<file path="src/rtl/gpu_bus_pkg.sv">
// Shared definitions for the GPU 8-bit command bus: opcodes, field widths,
// frame sizes and the byte-handshake state encoding. The instruction decoder
// on the GPU side uses the same package.
package gpu_bus_pkg;

  localparam int X_W     = 10;
  localparam int Y_W     = 10;
  localparam int COLOR_W = 12;
  localparam int MODE_W  = 8;

  // Widest frame is SET_PIXEL: opcode byte plus 32 payload bits.
  localparam int FRAME_W = 40;

  localparam logic [7:0] OP_SET_MODE  = 8'h01;
  localparam logic [7:0] OP_SET_PIXEL = 8'h02;

  localparam logic [2:0] MODE_BYTES  = 3'd2;
  localparam logic [2:0] PIXEL_BYTES = 3'd5;

  typedef enum logic [1:0] {
    TX_IDLE    = 2'd0,
    TX_DRIVE   = 2'd1,
    TX_WAIT_HI = 2'd2,
    TX_WAIT_LO = 2'd3
  } tx_state_e;

  // Frames are left-aligned so the byte on the bus is always the top byte.
  function automatic logic [FRAME_W-1:0] pack_mode(input logic [MODE_W-1:0] mode);
    return {OP_SET_MODE, mode, 24'h000000};
  endfunction

  function automatic logic [FRAME_W-1:0] pack_pixel(input logic [X_W-1:0]     x,
                                                    input logic [Y_W-1:0]     y,
                                                    input logic [COLOR_W-1:0] color);
    return {OP_SET_PIXEL, x, y, color};
  endfunction

endpackage

</file>
<file path="src/rtl/gpu_bus_byte_tx.sv">
// Single-byte 4-phase handshake engine: DRIVE -> WAIT_HI -> WAIT_LO.
// start_i launches a byte from idle; more_i chains straight into the next
// byte when the current one completes. done_o pulses on the edge a byte
// finishes. Optional timeout (macro GPU_TX_TIMEOUT_EN) pulses abort_o when
// either wait state lasts TIMEOUT_CYCLES cycles.
module gpu_bus_byte_tx
  import gpu_bus_pkg::*;
#(
  parameter int unsigned TIMEOUT_CYCLES = 1024
)
(
  input  logic clk_i,
  input  logic rst_n_i,
  input  logic start_i,
  input  logic more_i,
  input  logic ack_i,
  output logic en_o,
  output logic done_o,
  output logic abort_o
);

  tx_state_e state_q, state_d;

`ifdef GPU_TX_TIMEOUT_EN
  localparam logic [15:0] TIMER_LAST = 16'(TIMEOUT_CYCLES - 1);

  logic [15:0] timer_q, timer_d;
  logic        waiting;

  assign waiting = (state_q == TX_WAIT_HI) || (state_q == TX_WAIT_LO);
`endif

  // Next-state logic for one byte's handshake, plus the optional abort.
  always_comb begin
    state_d = state_q;
    done_o  = 1'b0;
    abort_o = 1'b0;
    case (state_q)
      TX_IDLE: begin
        if (start_i) state_d = TX_DRIVE;
      end
      TX_DRIVE: begin
        state_d = TX_WAIT_HI;
      end
      TX_WAIT_HI: begin
        if (ack_i) state_d = TX_WAIT_LO;
      end
      TX_WAIT_LO: begin
        if (!ack_i) begin
          done_o  = 1'b1;
          state_d = more_i ? TX_DRIVE : TX_IDLE;
        end
      end
      default: state_d = TX_IDLE;
    endcase
`ifdef GPU_TX_TIMEOUT_EN
    if (waiting && (state_d == state_q) && (timer_q == TIMER_LAST)) begin
      abort_o = 1'b1;
      state_d = TX_IDLE;
    end
`endif
  end

  // en is high from DRIVE until the ack is seen, so it drops with reset too.
  assign en_o = (state_q == TX_DRIVE) || (state_q == TX_WAIT_HI);

  // State register.
  always_ff @(posedge clk_i) begin
    if (!rst_n_i) state_q <= TX_IDLE;
    else          state_q <= state_d;
  end

`ifdef GPU_TX_TIMEOUT_EN
  // Wait timer restarts on every state change and only runs while waiting.
  always_comb begin
    timer_d = 16'd0;
    if (waiting && (state_d == state_q)) timer_d = timer_q + 16'd1;
  end

  // Timer register.
  always_ff @(posedge clk_i) begin
    if (!rst_n_i) timer_q <= 16'd0;
    else          timer_q <= timer_d;
  end
`endif

endmodule

</file>
<file path="src/rtl/gpu_bus_sender.sv">
// Host-side initiator for the GPU command bus. Accepts SET_MODE / SET_PIXEL
// commands on a valid/ready port and serialises them MSB-first as bytes,
// each using the 4-phase handshake in gpu_bus_byte_tx.
// Optional feature macro: GPU_TX_TIMEOUT_EN (ack timeout with sticky o_err).
module gpu_bus_sender
  import gpu_bus_pkg::*;
#(
  parameter int unsigned TIMEOUT_CYCLES = 1024
)
(
  input  logic               i_clk,
  input  logic               i_rst_n,
  input  logic               i_cmd_valid,
  output logic               o_cmd_ready,
  input  logic               i_cmd_op,
  input  logic [MODE_W-1:0]  i_mode,
  input  logic [X_W-1:0]     i_pixel_x,
  input  logic [Y_W-1:0]     i_pixel_y,
  input  logic [COLOR_W-1:0] i_color,
  output logic               o_we,
  output logic               o_en,
  output logic [7:0]         o_data,
  input  logic               i_ack,
  output logic               o_busy,
  output logic               o_err
);

  logic [FRAME_W-1:0] shift_q, shift_d;
  logic [2:0]         cnt_q, cnt_d;
  logic               ready_q;
  logic               accept;
  logic               more;
  logic               tx_en;
  logic               tx_done;
  logic               tx_abort;

  assign accept = i_cmd_valid && ready_q;
  assign more   = (cnt_q > 3'd1);

  gpu_bus_byte_tx #(.TIMEOUT_CYCLES(TIMEOUT_CYCLES)) u_byte_tx (
    .clk_i   (i_clk),
    .rst_n_i (i_rst_n),
    .start_i (accept),
    .more_i  (more),
    .ack_i   (i_ack),
    .en_o    (tx_en),
    .done_o  (tx_done),
    .abort_o (tx_abort)
  );

  // Load the frame on accept, shift one byte out per completed handshake.
  always_comb begin
    shift_d = shift_q;
    cnt_d   = cnt_q;
    if (accept) begin
      if (i_cmd_op) begin
        shift_d = pack_pixel(i_pixel_x, i_pixel_y, i_color);
        cnt_d   = PIXEL_BYTES;
      end else begin
        shift_d = pack_mode(i_mode);
        cnt_d   = MODE_BYTES;
      end
    end else if (tx_abort) begin
      shift_d = '0;
      cnt_d   = 3'd0;
    end else if (tx_done) begin
      shift_d = {shift_q[FRAME_W-9:0], 8'h00};
      cnt_d   = cnt_q - 3'd1;
    end
  end

  // Frame registers; ready follows "nothing left to send" one cycle later,
  // so it is low during reset and rises the first cycle after release.
  always_ff @(posedge i_clk) begin
    if (!i_rst_n) begin
      shift_q <= '0;
      cnt_q   <= 3'd0;
      ready_q <= 1'b0;
    end else begin
      shift_q <= shift_d;
      cnt_q   <= cnt_d;
      ready_q <= (cnt_d == 3'd0);
    end
  end

`ifdef GPU_TX_TIMEOUT_EN
  logic err_q;

  // Sticky error: any aborted handshake latches it until reset.
  always_ff @(posedge i_clk) begin
    if (!i_rst_n)      err_q <= 1'b0;
    else if (tx_abort) err_q <= 1'b1;
  end

  assign o_err = err_q;
`else
  assign o_err = 1'b0;
`endif

  assign o_en        = tx_en;
  assign o_we        = tx_en;
  assign o_data      = shift_q[FRAME_W-1:FRAME_W-8];
  assign o_cmd_ready = ready_q;
  assign o_busy      = ~ready_q;

endmodule

</file>
<file path="config.mk">
export PLATFORM = sky130hd
export DESIGN_NAME = gpu_bus_sender
export DESIGN_NICKNAME = d
export VERILOG_FILES = /design/src/rtl/gpu_bus_pkg.sv /design/src/rtl/gpu_bus_byte_tx.sv /design/src/rtl/gpu_bus_sender.sv
export SDC_FILE = /design/constraint.sdc
export NUM_CORES = 1
export LEC_CHECK = 0
export CAP_MARGIN = 20
export CORE_ASPECT_RATIO = 0.9
export CORE_UTILIZATION = 45
export CTS_BUF_LIST = sky130_fd_sc_hd__clkbuf_2
export DETAILED_ROUTE_END_ITERATION = 16
export PLACE_DENSITY = 0.74
export RECOVER_POWER = 25
export SETUP_SLACK_MARGIN = 0.3
export SYNTH_ARGS = -nofsm -noshare
export SYNTH_HDL_FRONTEND = slang
export SYNTH_SLANG_ARGS = --single-unit
</file>
<file path="constraint.sdc">
create_clock -name i_clk -period 1.66 [get_ports i_clk]
set_input_delay 0.249 -clock i_clk [delete_from_list [all_inputs] [get_ports i_clk]]
set_output_delay 0.249 -clock i_clk [all_outputs]
set_load 0.02 [all_outputs]
</file>
==> impl_metrics.xml, run 1 <==
<?xml version="1.0" encoding="UTF-8"?>
<metrics>
  <group name="clock_network">
    <metric name="cts_made_buffers" unit="">5</metric>
    <metric name="cts-root-to-sink-buffers" unit="">2</metric>
    <metric name="path_clk_slew" unit="ns">0.23</metric>
    <metric name="clock_tree.root_cell" unit="">clkbuf_2</metric>
    <metric name="number_of_buffers_inserted_for_hold_repair_after_clock_tree_synthesis" unit="">0</metric>
    <metric name="tritoncts" unit="">built</metric>
    <metric name="worst_skew_late_latency" unit="ns">0.44</metric>
    <metric name="ctsHtreeMaxLevel" unit="">2</metric>
    <metric name="cts_sinks" unit="">46</metric>
  </group>
  <group name="worst_setup_path">
    <metric name="worstSetupEndpointType" unit="">flop</metric>
    <metric name="slowest_delay" unit="ns">0.42</metric>
    <metric name="critical_path_peak_fanout" unit="">8</metric>
    <metric name="reg2regPathDepth" unit="">7</metric>
    <metric name="worst_setup_path_startpoint" unit="">u_byte_tx.state_q[0]$_SDFFE_PN0P_</metric>
    <metric name="buffers_inverters_on_critical_path" unit="">3</metric>
    <metric name="reg2reg_slack" unit="ns">0.06</metric>
    <metric name="reg2reg_to" unit="">shift_q[22]$_SDFFE_PN0P_</metric>
    <metric name="cp_slowest_cell" unit="">dfxtp_4</metric>
    <metric name="critical_path_arrival" unit="ns">1.96</metric>
    <metric name="crit_path_start_kind" unit="">flop</metric>
    <metric name="timing.critical_path.required" unit="ns">2.03</metric>
    <metric name="timing.rr.start" unit="">u_byte_tx.state_q[0]$_SDFFE_PN0P_</metric>
    <metric name="cp_cell_sequence" unit="">buf_6 -&gt; ha_4 -&gt; and2b_4 -&gt; buf_12 -&gt; buf_16 -&gt; nand2_4 -&gt; a311oi_2</metric>
    <metric name="worst_setup_path_endpoint" unit="">shift_q[22]$_SDFFE_PN0P_</metric>
    <metric name="path_depth" unit="">7</metric>
    <metric name="worstSetupPathType" unit="">reg -&gt; reg</metric>
    <metric name="family_with_the_most_delay_on_the_worst_path" unit="">flip-flops</metric>
  </group>
  <group name="synth">
    <metric name="synthDistinctLibCells" unit="">35</metric>
    <metric name="synthTopCellsByArea" unit="">dfxtp_1, nand2_1, a311oi_1</metric>
    <metric name="syn_avg_cell_area" unit="um^2">8.25</metric>
    <metric name="synthesis.instances" unit="">274</metric>
    <metric name="largest_area_contributor_in_the_synthesized_netlist" unit="">dfxtp_1</metric>
    <metric name="synth_fp_nets" unit="">325</metric>
    <metric name="post_synth_instance_area" unit="um^2">2260</metric>
    <metric name="synth_largest_type_area_fraction" unit="%">40.7</metric>
    <metric name="yosys_warnings" unit="">0</metric>
    <metric name="synth.yosys.seq_area_share" unit="%">40.7</metric>
    <metric name="register_bit_total_from_synthesis" unit="">46</metric>
  </group>
  <group name="global_route">
    <metric name="global_route.usage.total" unit="%">23.1</metric>
    <metric name="grt.overflow.total" unit="">0</metric>
    <metric name="grt_pass1_vias" unit="">2031</metric>
    <metric name="antenna_found_initial" unit="">0</metric>
    <metric name="wire_length_of_the_first_global_routing_pass" unit="mm">9.72</metric>
    <metric name="pin_count_of_the_biggest_net_entering_global_routing" unit="">26</metric>
  </group>
  <group name="finish">
    <metric name="synthToLayoutAreaGrowth" unit="%">52.2</metric>
    <metric name="layoutNonFillerInstCount" unit="">401</metric>
    <metric name="layout.cells.most_common" unit="">nand2_1</metric>
    <metric name="layout.cells.most_common_list" unit="">nand2_1, dfxtp_1, clkdlybuf4s50_1, a21oi_1, nand3_1</metric>
    <metric name="num-nets-final" unit="">386</metric>
    <metric name="util_after_layout" unit="%">71.2</metric>
    <metric name="diodes" unit="">0</metric>
    <metric name="final_area" unit="um^2">3440</metric>
    <metric name="post_route_cells_drive_above_1_share" unit="%">28.6</metric>
  </group>
  <group name="die">
    <metric name="core_area" unit="um^2">4830</metric>
    <metric name="floorplan.die_area" unit="um^2">5310</metric>
    <metric name="die_w" unit="um">76.7</metric>
    <metric name="pin_count" unit="">58</metric>
    <metric name="initial_core_util" unit="%">46.8</metric>
    <metric name="placement_row_count" unit="">24</metric>
    <metric name="die_h" unit="um">69.2</metric>
  </group>
  <group name="timing">
    <metric name="fmax" unit="MHz">627</metric>
    <metric name="grt_setup_unrepaired" unit="">yes</metric>
    <metric name="finalHoldWorstSlack" unit="ns">0.352</metric>
    <metric name="timing.final.max_slew_violations" unit="">0</metric>
    <metric name="number_of_endpoints_failing_setup_at_the_final_stage" unit="">0</metric>
    <metric name="final_period_minus_worst_setup_slack" unit="ns">1.60</metric>
    <metric name="final.period_utilization" unit="%">96.1</metric>
    <metric name="slew_headroom" unit="%">66.0</metric>
    <metric name="hold_viol" unit="">0</metric>
    <metric name="fin_worst_skew" unit="ns">0.0179</metric>
    <metric name="timing_worst_slew_pin_value" unit="ns">0.509</metric>
  </group>
  <group name="hold_path">
    <metric name="worst_hold_path_type" unit="">in -&gt; reg</metric>
  </group>
  <group name="place">
    <metric name="io_buffer_count" unit="">56</metric>
    <metric name="dp_hpwl" unit="mm">3.38</metric>
    <metric name="post-place-cells" unit="">375</metric>
    <metric name="placed_cell_areas" unit="um^2">2860</metric>
    <metric name="gp_congestion" unit="">0.760</metric>
  </group>
  <group name="power">
    <metric name="cellPowerDensity" unit="nW/um^2">998</metric>
    <metric name="comb_power_share" unit="%">37.5</metric>
    <metric name="switching_share" unit="%">32.6</metric>
    <metric name="report.power.total" unit="W">0.00343</metric>
    <metric name="seq_power_share" unit="%">40.0</metric>
    <metric name="leakage" unit="nW">1.36</metric>
    <metric name="internal-power" unit="W">0.00231</metric>
    <metric name="vdd_drop_max" unit="V">0.000484</metric>
    <metric name="clock_power_share" unit="%">22.5</metric>
    <metric name="net-switching-power" unit="W">0.00112</metric>
  </group>
  <group name="drt">
    <metric name="route.vias.total" unit="">2245</metric>
    <metric name="drt.antenna.violating_nets" unit="">0</metric>
    <metric name="wl" unit="mm">6.50</metric>
    <metric name="first_pass_iters" unit="">4</metric>
    <metric name="drt-vias-per-instance" unit="">5.60</metric>
    <metric name="first_iter_violations" unit="">117</metric>
    <metric name="routedWlPerCell" unit="um">16.2</metric>
    <metric name="number_of_design_rule_violations_left_after_detail_routing" unit="">0</metric>
  </group>
  <group name="job">
    <metric name="cap_violations" unit="">0</metric>
  </group>
  <group name="outcome">
    <metric name="run_status" unit="">finished, final reports clean</metric>
  </group>
</metrics>
==> through the flow <==
step	TNS (ns)	worst slack, ns
after global placement	-0.0152	-0.0152
after detailed placement	-0.0543	-0.0490
after floorplan	0	0.304
after global routing	0	0.0280
final	0	0.0643
after CTS	0	0.156
==> synth_stat cells, drive strengths merged <==
master	n
a211oi	8
a21boi	1
a21o	1
a21oi	35
a311oi	24
a31oi	2
and2	1
and2b	1
and4b	1
buf	25
clkbuf	8
clkinv	1
conb	1
dfxtp	46
ha	6
inv	6
mux2	2
nand2	67
nand2b	2
nand3	16
nand3b	1
nor2	2
nor2b	8
nor3b	1
o2111ai	1
o21ai	2
o311a	1
o31ai	1
or3b	1
xnor2	1
xor2	1
==> area by class of cell <==
| class | instances | area, um^2 |
|---|---|---|
| well taps | 65 | 81.3 |
| fillers | 372 | 1390 |
| inverters | 7 | 28.8 |
| repair buffers | 87 | 963 |
| flip-flops and latches | 46 | 925 |
| clock buffers | 5 | 25.0 |
| clock inverters | 3 | 63.8 |
| multi-input cells | 188 | 1350 |
==> power by group through the flow <==
| stage | Combinational [W] | Clock (W) | Sequential (W) |
|---|---|---|---|
| detailed placement | 0.000925 | 0 | 0.00135 |
| global route | 0.00138 | 0.000832 | 0.00139 |
| floorplan | 0.000583 | 0 | 0.00134 |
| global placement | 0.000904 | 0 | 0.00135 |
| CTS | 0.00116 | 0.000767 | 0.00134 |
| finish | 0.00129 | 0.000771 | 0.00137 |
==> worst min path at each step <==
stage | slack (ns) | depth (start not counted) | startpoint | endpoint
global route | 0.34 | 3 | i_color[7] | shift_q[7]$_SDFFE_PN0P_
global placement | 0.44 | 2 | shift_q[29]$_SDFFE_PN0P_ | shift_q[37]$_SDFFE_PN0P_
floorplan | 0.38 | 1 | i_rst_n | u_byte_tx.state_q[0]$_SDFFE_PN0P_
detailed placement | 0.44 | 2 | shift_q[26]$_SDFFE_PN0P_ | shift_q[34]$_SDFFE_PN0P_
finish | 0.35 | 3 | i_color[5] | shift_q[5]$_SDFFE_PN0P_
CTS | 0.36 | 3 | i_color[5] | shift_q[5]$_SDFFE_PN0P_
==> per-layer routing <==
| metal | GRT usage, % | vias up | share of wire, % |
|---|---|---|---|
| met3 | 4.34 | 11 | 5.6 |
| met4 | 10.0 | 0 | 1.9 |
| met5 | 0 | - | 0 |
| li1 | - | 1084 | - |
| met2 | 35.1 | 92 | 49 |
| met1 | 31.9 | 1058 | 44 |
==> worst min-delay path, cell delays in order <==
cell             delay, ns
clkdlybuf4s50_1       0.39
nand3_1               0.08
a21oi_1               0.06
==> logic make-up after synthesis <==
kind of cell | Yosys count | share of synthesized area (%)
and+or+nand+nor | 101 | 20.0
buffers and inverters | 40 | 10.6
muxes | 2 | 0.996
adders and majority gates | 6 | 3.32
AOI/OAI and AO/OA | 76 | 23.4
DFF | 46 | 40.7
other | 1 | 0.166
xor gates and xnor gates | 2 | 0.775
==> sequential cells by signal (all words and copies together) (netlist names) <==
name and flops:
cnt_q 3, o_cmd_ready 1, shift_q 40, u_byte_tx.state_q 2
==> repair_timing <==
item                       4_1_cts  5_1_grt
resized for setup               59       63
setup endpoints to repair       49       53
cloned                           3        3
pin swaps                        8       36
buffers inserted                 7        5
Power figures use the tool's default switching activity.
==> inputs of run 2 (changes only) <==
- CORE_MARGIN: not set -> 10
- SETUP_SLACK_MARGIN: 0.3 -> not set
==> impl_metrics.xml, run 2 (synthesized netlist as in run 1, its figures left out) <==
<?xml version="1.0" encoding="UTF-8"?>
<metrics>
  <group name="outcome">
    <metric name="run_status" unit="">finished, final reports clean</metric>
  </group>
  <group name="clock_network">
    <metric name="cts-root-to-sink-buffers" unit="">2</metric>
    <metric name="worst_skew_late_latency" unit="ns">0.41</metric>
    <metric name="number_of_buffers_inserted_for_hold_repair_after_clock_tree_synthesis" unit="">0</metric>
    <metric name="cts_made_buffers" unit="">5</metric>
    <metric name="clock_tree.root_cell" unit="">clkbuf_2</metric>
    <metric name="path_clk_slew" unit="ns">0.23</metric>
    <metric name="cts_sinks" unit="">46</metric>
    <metric name="tritoncts" unit="">built</metric>
    <metric name="ctsHtreeMaxLevel" unit="">2</metric>
  </group>
  <group name="worst_setup_path">
    <metric name="buffers_inverters_on_critical_path" unit="">2</metric>
    <metric name="timing.critical_path.required" unit="ns">1.41</metric>
    <metric name="critical_path_peak_fanout" unit="">3</metric>
    <metric name="reg2regPathDepth" unit="">6</metric>
    <metric name="family_with_the_most_delay_on_the_worst_path" unit="">flip-flops</metric>
    <metric name="worstSetupPathType" unit="">reg -&gt; out</metric>
    <metric name="critical_path_arrival" unit="ns">1.35</metric>
    <metric name="crit_path_start_kind" unit="">flop</metric>
    <metric name="cp_cell_sequence" unit="">inv_1 -&gt; ha_1 -&gt; buf_2</metric>
    <metric name="slowest_delay" unit="ns">0.39</metric>
    <metric name="cp_slowest_cell" unit="">dfxtp_2</metric>
    <metric name="worstSetupEndpointType" unit="">output port</metric>
    <metric name="path_depth" unit="">3</metric>
  </group>
  <group name="timing">
    <metric name="final.period_utilization" unit="%">96.2</metric>
    <metric name="grt_setup_unrepaired" unit="">yes</metric>
    <metric name="fmax" unit="MHz">626</metric>
    <metric name="setup-tns-final" unit="ns">0</metric>
    <metric name="final_period_minus_worst_setup_slack" unit="ns">1.60</metric>
    <metric name="number_of_endpoints_failing_setup_at_the_final_stage" unit="">0</metric>
    <metric name="finalHoldWorstSlack" unit="ns">0.391</metric>
    <metric name="timing.final.max_slew_violations" unit="">0</metric>
    <metric name="fin_worst_skew" unit="ns">0.0202</metric>
    <metric name="hold_viol" unit="">0</metric>
  </group>
  <group name="finish">
    <metric name="layout.cells.most_common_list" unit="">nand2_1, dfxtp_1, clkdlybuf4s50_1, a21oi_1, a311oi_1</metric>
    <metric name="reg.largest.list" unit="">shift_q: 40 flops, cnt_q: 3 flops, u_byte_tx.state_q: 2 flops</metric>
    <metric name="layout.cells.most_common" unit="">nand2_1</metric>
    <metric name="final_area" unit="um^2">2940</metric>
    <metric name="post_route_cells_drive_above_1_share" unit="%">12.7</metric>
    <metric name="synthToLayoutAreaGrowth" unit="%">30.0</metric>
    <metric name="diodes" unit="">0</metric>
    <metric name="util_after_layout" unit="%">60.4</metric>
    <metric name="largest_reg_flops" unit="">40</metric>
    <metric name="num-nets-final" unit="">374</metric>
    <metric name="top_register" unit="">shift_q</metric>
  </group>
  <group name="die">
    <metric name="placement_row_count" unit="">24</metric>
    <metric name="initial_core_util" unit="%">46.5</metric>
    <metric name="core_area" unit="um^2">4860</metric>
    <metric name="pin_count" unit="">58</metric>
    <metric name="die_w" unit="um">94.7</metric>
    <metric name="floorplan.die_area" unit="um^2">8260</metric>
    <metric name="die_h" unit="um">87.2</metric>
  </group>
  <group name="place">
    <metric name="gp_congestion" unit="">0.785</metric>
    <metric name="dp_hpwl" unit="mm">3.94</metric>
    <metric name="placed_cell_areas" unit="um^2">2850</metric>
    <metric name="io_buffer_count" unit="">56</metric>
  </group>
  <group name="global_route">
    <metric name="pin_count_of_the_biggest_net_entering_global_routing" unit="">41</metric>
    <metric name="global_route.usage.total" unit="%">13.4</metric>
    <metric name="grt.overflow.total" unit="">0</metric>
    <metric name="antenna_found_initial" unit="">0</metric>
    <metric name="grt_pass1_vias" unit="">1965</metric>
    <metric name="wire_length_of_the_first_global_routing_pass" unit="mm">9.04</metric>
  </group>
  <group name="power">
    <metric name="cellPowerDensity" unit="nW/um^2">973</metric>
    <metric name="leakage" unit="nW">1.07</metric>
    <metric name="report.power.total" unit="W">0.00286</metric>
    <metric name="vdd_drop_max" unit="V">0.000547</metric>
  </group>
  <group name="drt">
    <metric name="drt.antenna.violating_nets" unit="">0</metric>
    <metric name="number_of_design_rule_violations_left_after_detail_routing" unit="">0</metric>
    <metric name="drt-vias-per-instance" unit="">5.26</metric>
    <metric name="first_pass_iters" unit="">4</metric>
    <metric name="wl" unit="mm">5.64</metric>
    <metric name="routedWlPerCell" unit="um">14.5</metric>
    <metric name="first_iter_violations" unit="">105</metric>
    <metric name="route.vias.total" unit="">2047</metric>
  </group>
  <group name="hold_path">
    <metric name="timing.hold.worst_path_depth" unit="">3</metric>
    <metric name="worst_hold_path_type" unit="">in -&gt; reg</metric>
  </group>
  <group name="job">
    <metric name="cap_violations" unit="">0</metric>
  </group>
</metrics>
==> run 2: cell types whose count changed in the layout (fill, tap and decap cells not counted), moves of 8 or more <==
cell,delta
nand2_1,+19
nand2_4,-11
dlygate4sd2_1,+10
a311oi_1,+9
a311oi_2,-9
nand2_2,-8
==> run 2: cell type report <==
| type | instances | area (um^2) |
|---|---|---|
| fillers | 464 | 1930 |
| multi-input cells | 188 | 1110 |
| flip-flops and latches | 46 | 923 |
| repair buffers | 75 | 728 |
| well taps | 65 | 81.3 |
| clock inverters | 3 | 40.0 |
| inverters | 7 | 26.3 |
| clock buffers | 5 | 25.0 |
==> run 2: what timing repair did <==
| item | CTS | global route |
|---|---|---|
| cloned | 0 | 1 |
| resized for setup | 19 | 6 |
| setup endpoints to repair | 12 | 26 |
| pin swaps | 0 | 0 |
| buffers inserted | 1 | 1 |
==> run 2: per-layer routing <==
metal	vias up	track usage [%]	wire [um]
met5	-	0	0
met4	0	4.89	75
met3	9	4.31	367
met2	59	19.9	2390
met1	918	17.8	2800
li1	1061	-	-
==> run 2: through the flow <==
stage	std cells	worst slack [ns]
CTS	387	0.0506
detailed placement	378	-0.0269
finish	389	0.0632
global placement	378	-0.0110
global route	389	-0.00732
floorplan	274	0.280
==> run 2: worst paths after layout <==
check                                    startpoint                                 to  slack, ns
setup / recovery  u_byte_tx.state_q[0]$_SDFFE_PN0P_                               o_we       0.06
hold / removal                           i_color[7]            shift_q[7]$_SDFFE_PN0P_       0.39
setup reg to reg  u_byte_tx.state_q[0]$_SDFFE_PN0P_  u_byte_tx.state_q[0]$_SDFFE_PN0P_       0.07
hold reg to reg            shift_q[37]$_SDFFE_PN0P_           shift_q[37]$_SDFFE_PN0P_       0.47
==> run 2: worst min-delay path: stages <==
cell and delay (ns):
clkdlybuf4s50_1 0.40, nand3_1 0.08, a21oi_1 0.05
==> run 2: report_power, final <==
| group | switching [W] | total (W) | internal [W] |
|---|---|---|---|
| clock | 0.000347 | 0.000597 | 0.000250 |
| sequential | 0.0000792 | 0.00133 | 0.00125 |
| combinational | 0.000493 | 0.000934 | 0.000441 |
